## src/rtl/alu_op_sequencer.sv

```systemverilog
// ALU op sequencer: accepts one function code per handshake, broadcasts it registered,
// and runs DIVU/MULTU for a configured iteration count followed by a one-cycle HI/LO commit.
module alu_op_sequencer #(
    parameter int                 FUNCT_W     = 6,
    parameter int                 DIV_CYCLES  = 32,
    parameter int                 MUL_CYCLES  = 32,
    parameter int                 CNT_W       = 7,
    parameter logic [FUNCT_W-1:0] DIVU_CODE   = 6'b011011,
    parameter logic [FUNCT_W-1:0] MULTU_CODE  = 6'b011001,
    parameter logic [FUNCT_W-1:0] COMMIT_CODE = 6'b111111
) (
    input  logic               clk,
    input  logic               rst,
    input  logic [FUNCT_W-1:0] funct_in,
    input  logic               funct_valid,
    output logic               funct_ready,
    output logic [FUNCT_W-1:0] op_out,
    output logic               op_valid,
    output logic               hilo_we,
    output logic               busy,
    output logic [CNT_W-1:0]   iter
);

    // The iteration counter must reach N without wrapping, so N must fit in CNT_W bits.
    if (DIV_CYCLES < 1 || DIV_CYCLES > (2 ** CNT_W) - 1) begin : g_badDivCycles
        $error("alu_op_sequencer: DIV_CYCLES must be in 1..2^CNT_W-1");
    end
    if (MUL_CYCLES < 1 || MUL_CYCLES > (2 ** CNT_W) - 1) begin : g_badMulCycles
        $error("alu_op_sequencer: MUL_CYCLES must be in 1..2^CNT_W-1");
    end

    typedef enum logic [1:0] {
        S_IDLE   = 2'd0,
        S_RUN    = 2'd1,
        S_COMMIT = 2'd2
    } state_t;

    state_t             r_state;
    state_t             w_stateNext;
    logic [FUNCT_W-1:0] r_op;
    logic [FUNCT_W-1:0] w_opNext;
    logic               r_opValid;
    logic               w_opValidNext;
    logic [CNT_W-1:0]   r_iter;
    logic [CNT_W-1:0]   w_iterNext;
    logic [CNT_W-1:0]   r_limit;
    logic [CNT_W-1:0]   w_limitNext;
    logic               w_accept;

    assign w_accept = funct_valid && funct_ready;

    always_ff @(posedge clk) begin
        if (rst) begin
            r_state   <= S_IDLE;
            r_op      <= '0;
            r_opValid <= 1'b0;
            r_iter    <= '0;
            r_limit   <= '0;
        end else begin
            r_state   <= w_stateNext;
            r_op      <= w_opNext;
            r_opValid <= w_opValidNext;
            r_iter    <= w_iterNext;
            r_limit   <= w_limitNext;
        end
    end

    always_comb begin
        w_stateNext   = r_state;
        w_opNext      = r_op;
        w_opValidNext = 1'b0;
        w_iterNext    = r_iter;
        w_limitNext   = r_limit;
        case (r_state)
            S_IDLE: begin
                w_iterNext = '0;
                if (w_accept) begin
                    w_opNext      = funct_in;
                    w_opValidNext = 1'b1;
                    if (funct_in == DIVU_CODE) begin
                        w_stateNext = S_RUN;
                        w_iterNext  = CNT_W'(1);
                        w_limitNext = CNT_W'(DIV_CYCLES);
                    end else if (funct_in == MULTU_CODE) begin
                        w_stateNext = S_RUN;
                        w_iterNext  = CNT_W'(1);
                        w_limitNext = CNT_W'(MUL_CYCLES);
                    end
                end
            end
            S_RUN: begin
                w_opValidNext = 1'b1;
                if (r_iter == r_limit) begin
                    // The commit cycle re-purposes the op bus to open the HI/LO register.
                    w_stateNext = S_COMMIT;
                    w_iterNext  = '0;
                    w_opNext    = COMMIT_CODE;
                end else begin
                    w_iterNext = r_iter + CNT_W'(1);
                end
            end
            S_COMMIT: begin
                w_stateNext = S_IDLE;
                w_iterNext  = '0;
            end
            default: begin
                w_stateNext = S_IDLE;
                w_iterNext  = '0;
            end
        endcase
    end

    always_comb begin
        funct_ready = (r_state == S_IDLE) && !rst;
        busy        = (r_state != S_IDLE);
        hilo_we     = (r_state == S_COMMIT);
        op_out      = r_op;
        op_valid    = r_opValid;
        iter        = r_iter;
    end

endmodule

```

## config.mk

```make
export PLATFORM = sky130hd
export DESIGN_NAME = alu_op_sequencer
export DESIGN_NICKNAME = d
export VERILOG_FILES = /design/src/rtl/alu_op_sequencer.sv
export SDC_FILE = /design/constraint.sdc
export NUM_CORES = 1
export LEC_CHECK = 0
export ABC_AREA = 1
export ABC_CLOCK_PERIOD_IN_PS = 1800
export BUFFER_PORTS_ARGS = -buffer_cell sky130_fd_sc_hd__buf_2
export CAP_MARGIN = 15
export CELL_PAD_IN_SITES_DETAIL_PLACEMENT = 1
export CELL_PAD_IN_SITES_GLOBAL_PLACEMENT = 2
export CORE_MARGIN = 3
export CORE_UTILIZATION = 28
export DETAILED_ROUTE_END_ITERATION = 8
export GPL_TIMING_DRIVEN = 1
export HOLD_SLACK_MARGIN = 0.06
export PLACE_DENSITY_LB_ADDON = 0.1
export SETUP_SLACK_MARGIN = 0.1
export SYNTH_ARGS = -nofsm -noshare
export SYNTH_HDL_FRONTEND = slang
export SYNTH_SLANG_ARGS = --single-unit
```

## constraint.sdc

```tcl
create_clock -name clk -period 1.8 [get_ports clk]
set_input_delay 0.36 -clock clk [delete_from_list [all_inputs] [get_ports clk]]
set_output_delay 0.36 -clock clk [all_outputs]
set_load 0.02 [all_outputs]
```

Word-level counts from Yosys, hierarchy flattened
Cells that the tools add are included.

word-level totals
  flip-flop bits (word level) = 23
  input port bits = 9
  output and inout bits = 17

operators by class
  add/subtract/negate cells = 1
  reductions and logical operators = 10
  muxes and demuxes = 17
  eq/ne operators = 8

operators by type and width
  kind                                                                    count
  7-bit 2-to-1 mux                                                        3
  7-bit case mux with 2 select lines                                      1
  6-bit by 5-bit equality test with 1-bit output (second input constant)  2
  6-bit 2-to-1 mux                                                        2
  6-bit case mux with 2 select lines                                      1
  3-bit AND reduction                                                     3
  2-bit 2-to-1 mux                                                        4
  7-bit by 1-bit adder with 7-bit output (second input constant)          1
  7-bit equality test                                                     1
  2-bit nonzero test                                                      3
  1-bit 2-to-1 mux                                                        4
  2-bit inequality test (second input constant)                           2
  2-bit case mux with 2 select lines                                      1
  3-bit inequality test (second input constant)                           1
  2-bit by 1-bit equality test with 1-bit output (second input constant)  1
  2-bit equality test (second input constant)                             1
  1-bit logical AND                                                       2
  2-bit logical NOT                                                       1
  1-bit case mux with 2 select lines                                      1
  1-bit logical NOT                                                       1

Logic depth before layout (Yosys ltp)
Gate-level depths: netlist of the first run.

  depth in word-level cells = 5
  gate-level depth with buffers = 8

Least setup slack after synthesis of the first run
OpenSTA, ideal clock, no wires.

  kind = register to register
  start point = register r_iter[0] (netlist: iter[0])
  end point = register r_op[0] (netlist: op_out[0])
  path slack = 520 ps
  stages on the path, launching flop included = 9
  data required time = 1683 ps
  buffers on the path = 0
  arrival = 1163 ps
  cell sequence = dfxtp_1 inv_1 ha_1 nand2_1 nor2_1 nand3_2 nand2_1 nand2_4 a21oi_1

on the way
  word-level cells in the longest chain between the ends = 3

RTL lines
  element                                 line  RTL
  start: declaration                      44    logic [CNT_W-1:0] r_iter;
  start signal: assignment                63    r_iter <= w_iterNext;
  7-bit equality test                     93    if (r_iter == r_limit) begin
  2-bit inequality test (no source line)  n/a
  3-bit AND reduction (no source line)    n/a
  end signal: assignment                  61    r_op <= w_opNext;
  end: declaration                        40    logic [FUNCT_W-1:0] r_op;

No other way between the ends.
A chain may end at the register's enable or synchronous reset.

Final worst setup path of the first run
  start point = register r_state[1]
  end point = output funct_ready

on the way
  word-level cells in the longest chain between the ends = 2

RTL lines
  element                   line  RTL
  start: declaration        38    state_t r_state;
  start signal: assignment  60    r_state <= w_stateNext;
  2-bit logical NOT         114   funct_ready = (r_state == S_IDLE) && !rst;
  1-bit logical AND         114
  end: declaration          16    output logic funct_ready,

No other way between the ends.

==> metrics.cfg, run 1 <==
[synthesis]
ys_top_cells_by_area=dfxtp_1 (42%), inv_1 (8.9%), nand2_1 (7.9%)
syn_avg_cell_area_sq_um=7.662
ys_warn_count=0
netlist.area_leader.share=0.4230
synth_mux_area_frac=0
syn_area_sq_um=804.5
synth_fa_ha_area_frac=0.03110
synth-seq-cells=17
synth_flop_cell=dfxtp_1
yosys.cell_types.count=24
synth_nets=116
synth_edf_count=0
yosysTopAreaCell=dfxtp_1
synthSimpleGateAreaFrac=0.3313
synth_xor_area_frac=0.03266
ys_seq_area_frac=0.4230
synth_compound_area_frac=0.07776
synth_top_family_by_area=simple AND/OR/NAND/NOR gates
syn_inst=105
async_reset_ff_frac=0

[clocking]
cts_tree=done
numClockSinks=17
insertion_delay_ns=0.29
cts.path.max_buffers=2
root_buffer=clkbuf_4
post_cts_buffers=0
cts_buffers=3
clkTransAtPathRegs_ns=0.11
cts.htree.levels=1

[floorplan]
core_area_sq_um=2613
die-area_sq_um=3553
io_pins=26
fp-row-count=18
die_y_microns=59.61
die_x_microns=59.61
initial_utilization=0.3080

[setup_path]
r2r_cells=8
criticalPathCategory=register to primary output
required_ns=1.44
cpMaxStageDelayCell=dfxtp_1
crit_arrival_ns=1.20
cp_max_fo=9
path_cells=clkinv_2, nand2_2, nor2_4, buf_2
reg2reg_from=iter[0]$_SDFF_PP0_
start_kind=register
end_kind=primary output
r2r_setup_slack_ns=0.45
r2r_end=op_out[4]$_SDFFE_PP0P_
crit_path_max_incr_delay_ns=0.37

[routing]
routedWlPerCell_microns=12.40
viasPerCell=4.518
drc_errors=0
firstDrtPassIters=4
drt-total-wl_microns=2034
vias=741
drt_iter0_markers=6
postRouteAntennaNets=0

[power]
finalPower_w=0.0006843
p_per_area_nw_per_um2=687.1
irDropWorstVdd_mv=0.2801
p_leak_nw=0.5006

[global_routing]
grtUsageTotal=0.1361
grt_max_degree=11
grt_pass1_wl_microns=3581
grt_pass1_vias=775
grt_antenna_before_repair=0
gr-total-overflow=0

[timing]
rsz0062_at_grt=false
relSlewSlack=0.8047
slew_viol_final=0
min_period_ns=1.561
final.setup_skew_ns=0.009977
setup_viol=0
tightest_slew_ns=0.2925
fin_crit_sh=0.8673
fin_tns_setup_ns=0
hold_viol_final=0
max_clock_freq_ghz=0.6406

[placed_design]
port_buffers=25
globalplace.congestion=0.7379
dp_hpwl_microns=1644

[cells_and_area]
antenna_cells=0
nets=146
drive_above_1_share=0.3209
synthToLayoutAreaGrowth_pct=23.79
n_fill_cell=341

[outcome]
status=complete, no violations

[min_path]
whs_endpoint=r_limit[5]$_SDFFE_PP0P_
hp-start=rst
hold_path.class=input port to register
min_path_cells=2

[run]
drv_cap=0

-- layer usage --
metal  GRT usage  up-vias  part of all wire
met1      0.1864      337              0.50
met2      0.2028       12              0.45
met4     0.06646        0             0.012
met3     0.02614        2             0.034
li1            -      390                 -
met5           0        -                 0
-- final cells by class --
cell class,instances,area (sq um),area share
clock buffers,3,22.52,0.02261
well taps,30,37.54,0.03769
inverters,22,85.08,0.08543
repair buffers,25,125.1,0.1256
multi-input cells,66,380.4,0.3819
clock inverters,1,5.005,0.005025
flip-flops and latches,17,340.3,0.3417
-- logic make-up (layout without fill, tap and decap cells) --
| family | count (synthesis) | in the layout |
|---|---|---|
| DFF | 17 | 17 |
| xor gates and xnor gates | 3 | 3 |
| and+or+nand+nor | 50 | 50 |
| buffers and inverters | 22 | 51 |
| AOI/OAI and AO/OA | 11 | 11 |
| adders and majority gates | 2 | 2 |
-- worst max path at each step --
| stage | start | end | slack (ns) |
|---|---|---|---|
| after CTS | r_state[1]$_SDFFE_PP0P_ | funct_ready | 0.22 |
| after floorplan | iter[0]$_SDFF_PP0_ | op_out[0]$_SDFFE_PP0P_ | 0.52 |
| after global placement | rst | funct_ready | 0.44 |
| after detailed placement | rst | funct_ready | 0.41 |
| final | r_state[1]$_SDFFE_PP0P_ | funct_ready | 0.24 |
| after global routing | r_state[1]$_SDFFE_PP0P_ | funct_ready | 0.13 |
-- report_power, final --
group / switching (W) / total [W] / internal, W
logic: 0.0000524 / 0.0000809 / 0.0000285
registers: 0.00000480 / 0.000392 / 0.000387
clock network: 0.000129 / 0.000211 / 0.0000825
-- cells in the mapped netlist (all sizes together) (2+ instances only) --
cell type / instances
ha: 2
clkinv: 2
nor2: 13
nor3b: 2
a21oi: 9
nand4: 8
nand2: 21
xor2: 2
inv: 20
nand3: 3
nor3: 2
o21ai: 2
dfxtp: 17
-- flip-flops by register name (all words and copies together) (netlist names) --
register  count
r_limit       1
r_state       2
op_out        6
op_valid      1
iter          7
-- layout by cell type, fill, tap and decap left out --
| cell | count |
|---|---|
| nor2_2 | 1 |
| clkbuf_4 | 3 |
| nor2_1 | 11 |
| nand2_2 | 3 |
| xor2_1 | 2 |
| nand2_1 | 17 |
| nand4_2 | 1 |
| nand3_1 | 2 |
| a21oi_1 | 9 |
| nand3_2 | 1 |
| nand4_1 | 7 |
| nand3b_1 | 1 |
| nor3b_1 | 1 |
| clkinv_2 | 3 |
| o21ai_2 | 2 |
| dfxtp_1 | 17 |
| nor3b_2 | 1 |
| nor3_1 | 2 |
| nand2_4 | 1 |
| ha_1 | 2 |
| inv_2 | 1 |
| nor2_4 | 1 |
| xnor2_1 | 1 |
| buf_2 | 25 |
| inv_1 | 19 |
-- what timing repair did --
| item | in CTS | in global routing |
|---|---|---|
| endpoints found under the setup margin | 1 | 0 |
| endpoints found under the hold margin | 0 | 0 |
| gates resized for setup | 1 | 0 |
| hold buffers | 0 | 0 |
-- metrics by stage --
step	instances	utilization	instance area (sq um)	setup slack, ns	hold slack (ns)
CTS	164	0.3812	996.0	0.2206	0.3091
global route	164	0.3812	996.0	0.1312	0.3229
global placement	160	0.3702	967.2	0.4442	0.4323
finish	164	0.3812	996.0	0.2389	0.3262
detailed placement	160	0.3702	967.2	0.4091	0.4370
floorplan	105	-	804.5	0.5200	0.4291
-- critical path, delay by kind of cell, from the launching register on --
kind                   cells  cell delay, ns
buffers and inverters      2            0.31
DFF                        1            0.37
and+or+nand+nor            2            0.23
Note: power is estimated with default switching activity, not from simulation.
==> run 2, diff against run 1 <==
Settings changed: ABC_CLOCK_PERIOD_IN_PS 1800 to 1300, CORE_UTILIZATION 28 to 24.
Clock period 1.8 ns to 1.3 ns, I/O delays scaled along.
==> metrics.cfg, run 2 (synthesis results as in run 1) <==
[timing]
hold_viol_final=0
slew_viol_final=0
rsz0062_at_grt=true
setup_viol=0
fin_hold_ws_ns=0.2160
fin_crit_sh=0.9732
final.setup_skew_ns=0.002351
min_period_ns=1.265
max_clock_freq_ghz=0.7904
relSlewSlack=0.8213
tightest_slew_ns=0.2681

[run]
drv_cap=0

[cells_and_area]
n_fill_cell=387
synthToLayoutAreaGrowth_pct=52.10
antenna_cells=0
drive_above_1_share=0.5379
fin_util=0.3912
stdcell_count=189
multi_input_area_sq_um=449.2
largest_reg_flops=7
final_common_cell=buf_2
ff_latch_area_sq_um=361.6
layout_common_cells=buf_2 (20), inv_1 (16), nand2_1 (15)
nets=157

[routing]
postRouteAntennaNets=0
vias=807
routedWlPerCell_microns=12.37
viasPerCell=4.270
drt-total-wl_microns=2337
drt_iter0_markers=27
drc_errors=0
firstDrtPassIters=4

[setup_path]
path_cells=clkinv_4, nand2_8, nor2_4, buf_6
start_kind=register
crit_path_max_incr_delay_ns=0.38
criticalPathCategory=register to primary output
crit_arrival_ns=1.01
path_buf_inv=2
cpMaxStageDelayCell=dfxtp_4
end_kind=primary output
r2r_setup_slack_ns=0.06
required_ns=1.04
cp_max_fo=3
crit_family=flip-flops

[global_routing]
grt_use_met1=0.1638
grt_most_used_layer=met2
grtUsageTotal=0.1172
grt_pass1_wl_microns=3732
grt_pass1_vias=768
gr-total-overflow=0
grt_max_degree=10
grt_antenna_before_repair=0
gr-usage-met2=0.1716
met3_usage=0.03163

[outcome]
status=complete, no violations

[clocking]
cts.htree.levels=1
cts_buffers=3
insertion_delay_ns=0.29
root_buffer=clkbuf_4
cts.path.max_buffers=2
cts_tree=done
clkTransAtPathRegs_ns=0.10
numClockSinks=17

[floorplan]
initial_utilization=0.2572
io_pins=26
die_x_microns=63.90
die-area_sq_um=4083
die_y_microns=63.90
core_area_sq_um=3128
fp-row-count=20

[min_path]
hold_path.class=input port to register

[power]
p_leak_nw=0.5704
p_per_area_nw_per_um2=794.6
finalPower_w=0.0009723
irDropWorstVdd_mv=0.3776

[placed_design]
port_buffers=25
dp_cells=178
dp_hpwl_microns=1681
globalplace.congestion=0.7319

[run 2: area by class of cell]
type,instances,area share
inverter,22,0.07260
timing repair buffer,36,0.1984
clock buffer,4,0.02147
tap,44,0.04499
sequential,17,0.2955
multi-input combinational,66,0.3671
[run 2: power breakdown]
part           leakage, nW  switching, W  total (W)  internal (W)
clock               0.0150      0.000177   0.000296      0.000119
sequential           0.144    0.00000708   0.000535      0.000528
combinational        0.411     0.0000848   0.000141     0.0000563
total                0.570      0.000269   0.000972      0.000703
[run 2: metal layers]
metal	routed length, microns	vias to the layer above
li1	-	412
met1	1099	380
met2	1118	13
met3	95	2
met4	24	0
met5	0	-
[run 2: per-stage QoR]
stage	worst slack, ns	instance area [sq um]	TNS [ns]
after floorplan	0.1188	807.0	0
after global placement	0.09363	1017	0
after detailed placement	0.06699	1017	0
after CTS	0.02083	1142	0
after global routing	-0.03233	1224	-0.07801
final	0.03483	1224	0
[run 2: worst paths after layout]
path / end / cells past startpoint / from
worst max-delay path: funct_ready / 4 / r_state[1]$_SDFFE_PP0P_
worst min-delay path: r_limit[5]$_SDFFE_PP0P_ / 2 / rst
worst max register to register: op_out[2]$_SDFFE_PP0P_ / 8 / iter[1]$_SDFF_PP0_
worst min register to register: op_out[2]$_SDFFE_PP0P_ / 2 / op_out[2]$_SDFFE_PP0P_
[run 2: worst register-to-register path: stages (launching register included)]
cell     delay (ns)
dfxtp_4        0.37
inv_2          0.07
ha_4           0.13
nand2_2        0.05
nor2_2         0.11
nand3_2        0.11
nand2_2        0.11
nand2_4        0.10
a21oi_2        0.15
[run 2: what timing repair did]
item,in CTS,in global routing
pin swaps,4,11
endpoints found under the setup margin,14,20
buffers inserted,4,3
resized for setup,23,21
hold buffers,0,0
==> run 3, diff against run 2 <==
==> constraint.sdc (replaced) <==
create_clock -name clk -period 1.3 [get_ports clk]
set_input_delay 0.065 -clock clk [delete_from_list [all_inputs] [get_ports clk]]
set_output_delay 0.065 -clock clk [all_outputs]
set_load 0.02 [all_outputs]
==> metrics.cfg, run 3 (synthesis results as in run 1) <==
[timing]
rsz0062_at_grt=true
min_period_ns=1.227
max_clock_freq_ghz=0.8153
hold_viol_final=0
relSlewSlack=0.8154
final.setup_skew_ns=0.003780
tightest_slew_ns=0.2768
slew_viol_final=0
setup_viol=0
fin_ws_ns=0.07344
fin_crit_sh=0.9435

[routing]
viasPerCell=4.216
drt-total-wl_microns=2134
drt_iter0_markers=26
postRouteAntennaNets=0
firstDrtPassIters=2
vias=780
routedWlPerCell_microns=11.54
drc_errors=0

[cells_and_area]
synthToLayoutAreaGrowth_pct=40.59
fin_util=0.3616
nets=153
antenna_cells=0
layout_common_cells=buf_2 (25), inv_1 (17), nand2_1 (15)
design_area_sq_um=1131
drive_above_1_share=0.4539
final_common_cell=buf_2
stdcell_count=185
largest_reg_flops=7

[setup_path]
critPathMostFrequentCell=nand2_2
reg2reg_from=iter[1]$_SDFF_PP0_
cpMaxStageDelayCell=dfxtp_4
required_ns=1.53
path_buf_inv=1
path_cells=inv_2, ha_4, nand2_2, nor2_2, nand3_2, nand2_2, nand2_4, a21oi_2
criticalPathCategory=register to register
end_kind=register
r2r_setup_slack_ns=0.07
r2r_cells=8
cp_max_fo=6
start_kind=register
crit_arrival_ns=1.45
r2r_end=op_out[4]$_SDFFE_PP0P_
crit_family=simple AND/OR/NAND/NOR gates
crit_path_max_incr_delay_ns=0.37

[clocking]
clkTransAtPathRegs_ns=0.11
root_buffer=clkbuf_4
numClockSinks=17
cts.path.max_buffers=2
cts_buffers=3
insertion_delay_ns=0.29
cts_tree=done
cts.htree.levels=1

[placed_design]
port_buffers=25
dp_hpwl_microns=1584
postPlaceCellArea_sq_um=1010
globalplace.congestion=0.7237
dp_cells=177
dp_slack_ns=0.05979

[floorplan]
die-area_sq_um=4083
die_x_microns=63.90
initial_utilization=0.2572
die_y_microns=63.90
core_area_sq_um=3128
io_pins=26
fp-row-count=20

[global_routing]
grt_pass1_wl_microns=3684
grt_pass1_vias=779
grt_antenna_before_repair=0
grtUsageTotal=0.1144
gr-total-overflow=0
grt_max_degree=11

[min_path]
whs_endpoint=r_state[0]$_SDFFE_PP0P_
hold_path.class=input port to register
hp-start=funct_in[0]
min_path_cells=3

[power]
p_per_area_nw_per_um2=837.9
irDropWorstVdd_mv=0.4609
finalPower_w=0.0009478
p_leak_nw=0.5469

[outcome]
status=complete, no violations

[run]
drv_cap=0

-- run 3: cell count changes in the layout (fill, tap and decap cells not counted), moves of 3 or more --
cell     previous run  this run
buf_6               6         0
a21oi_2             6         3
buf_4              10         6
buf_2              20        25
a21oi_1             3         6
dfxtp_2             5         2
dfxtp_1             8        13
-- run 3: what timing repair did --
action	CTS	global route
pin swaps	0	3
hold buffers	1	0
hold endpoints to repair	2	0
setup endpoints to repair	8	18
gates resized for setup	3	17
setup buffers	2	1
-- run 3: layout make-up --
class,count,area (sq um)
clock buffers,3,22.52
clock inverters,1,5.005
fillers,392,1997
inverters,22,87.58
multi-input cells,66,430.4
flip-flops and latches,17,350.3
well taps,44,55.05
repair buffers,32,180.2
-- run 3: worst max-delay path by stage --
stage | slack, ns | to | cells after the start | startpoint
5_1_grt | -0.01 | op_out[3]$_SDFFE_PP0P_ | 8 | iter[0]$_SDFF_PP0_
2_1_floorplan | 0.12 | op_out[0]$_SDFFE_PP0P_ | 8 | iter[0]$_SDFF_PP0_
4_1_cts | 0.09 | busy | 3 | r_state[0]$_SDFFE_PP0P_
6_report | 0.07 | op_out[4]$_SDFFE_PP0P_ | 8 | iter[1]$_SDFF_PP0_
3_5_place_dp | 0.06 | op_out[4]$_SDFFE_PP0P_ | 8 | iter[0]$_SDFF_PP0_
3_3_place_gp | 0.1 | op_out[4]$_SDFFE_PP0P_ | 8 | iter[0]$_SDFF_PP0_
-- run 3: power by group --
| part | internal (W) | switching, W |
|---|---|---|
| registers | 0.000532 | 0.00000633 |
| logic | 0.0000449 | 0.0000769 |
| clock network | 0.000114 | 0.000174 |
| total | 0.000691 | 0.000257 |
-- run 3: tightest hold or removal path, cell delays in order --
cell and delay [ns]:
buf_2 0.11, nand4_2 0.12, nand2_1 0.05
-- run 3: metal layers --
metal	global-route usage	wire length, microns
met4	0.03235	19
met3	0.02285	81
met2	0.1729	946
met1	0.1633	1087
met5	0	0
-- run 3: metrics by stage --
stage,TNS [ns],hold slack [ns]
after floorplan,0,0.1341
after global placement,0,0.3321
after global routing,-0.03024,0.08567
after detailed placement,0,0.3334
after CTS,0,0.08103
final,0,0.08496
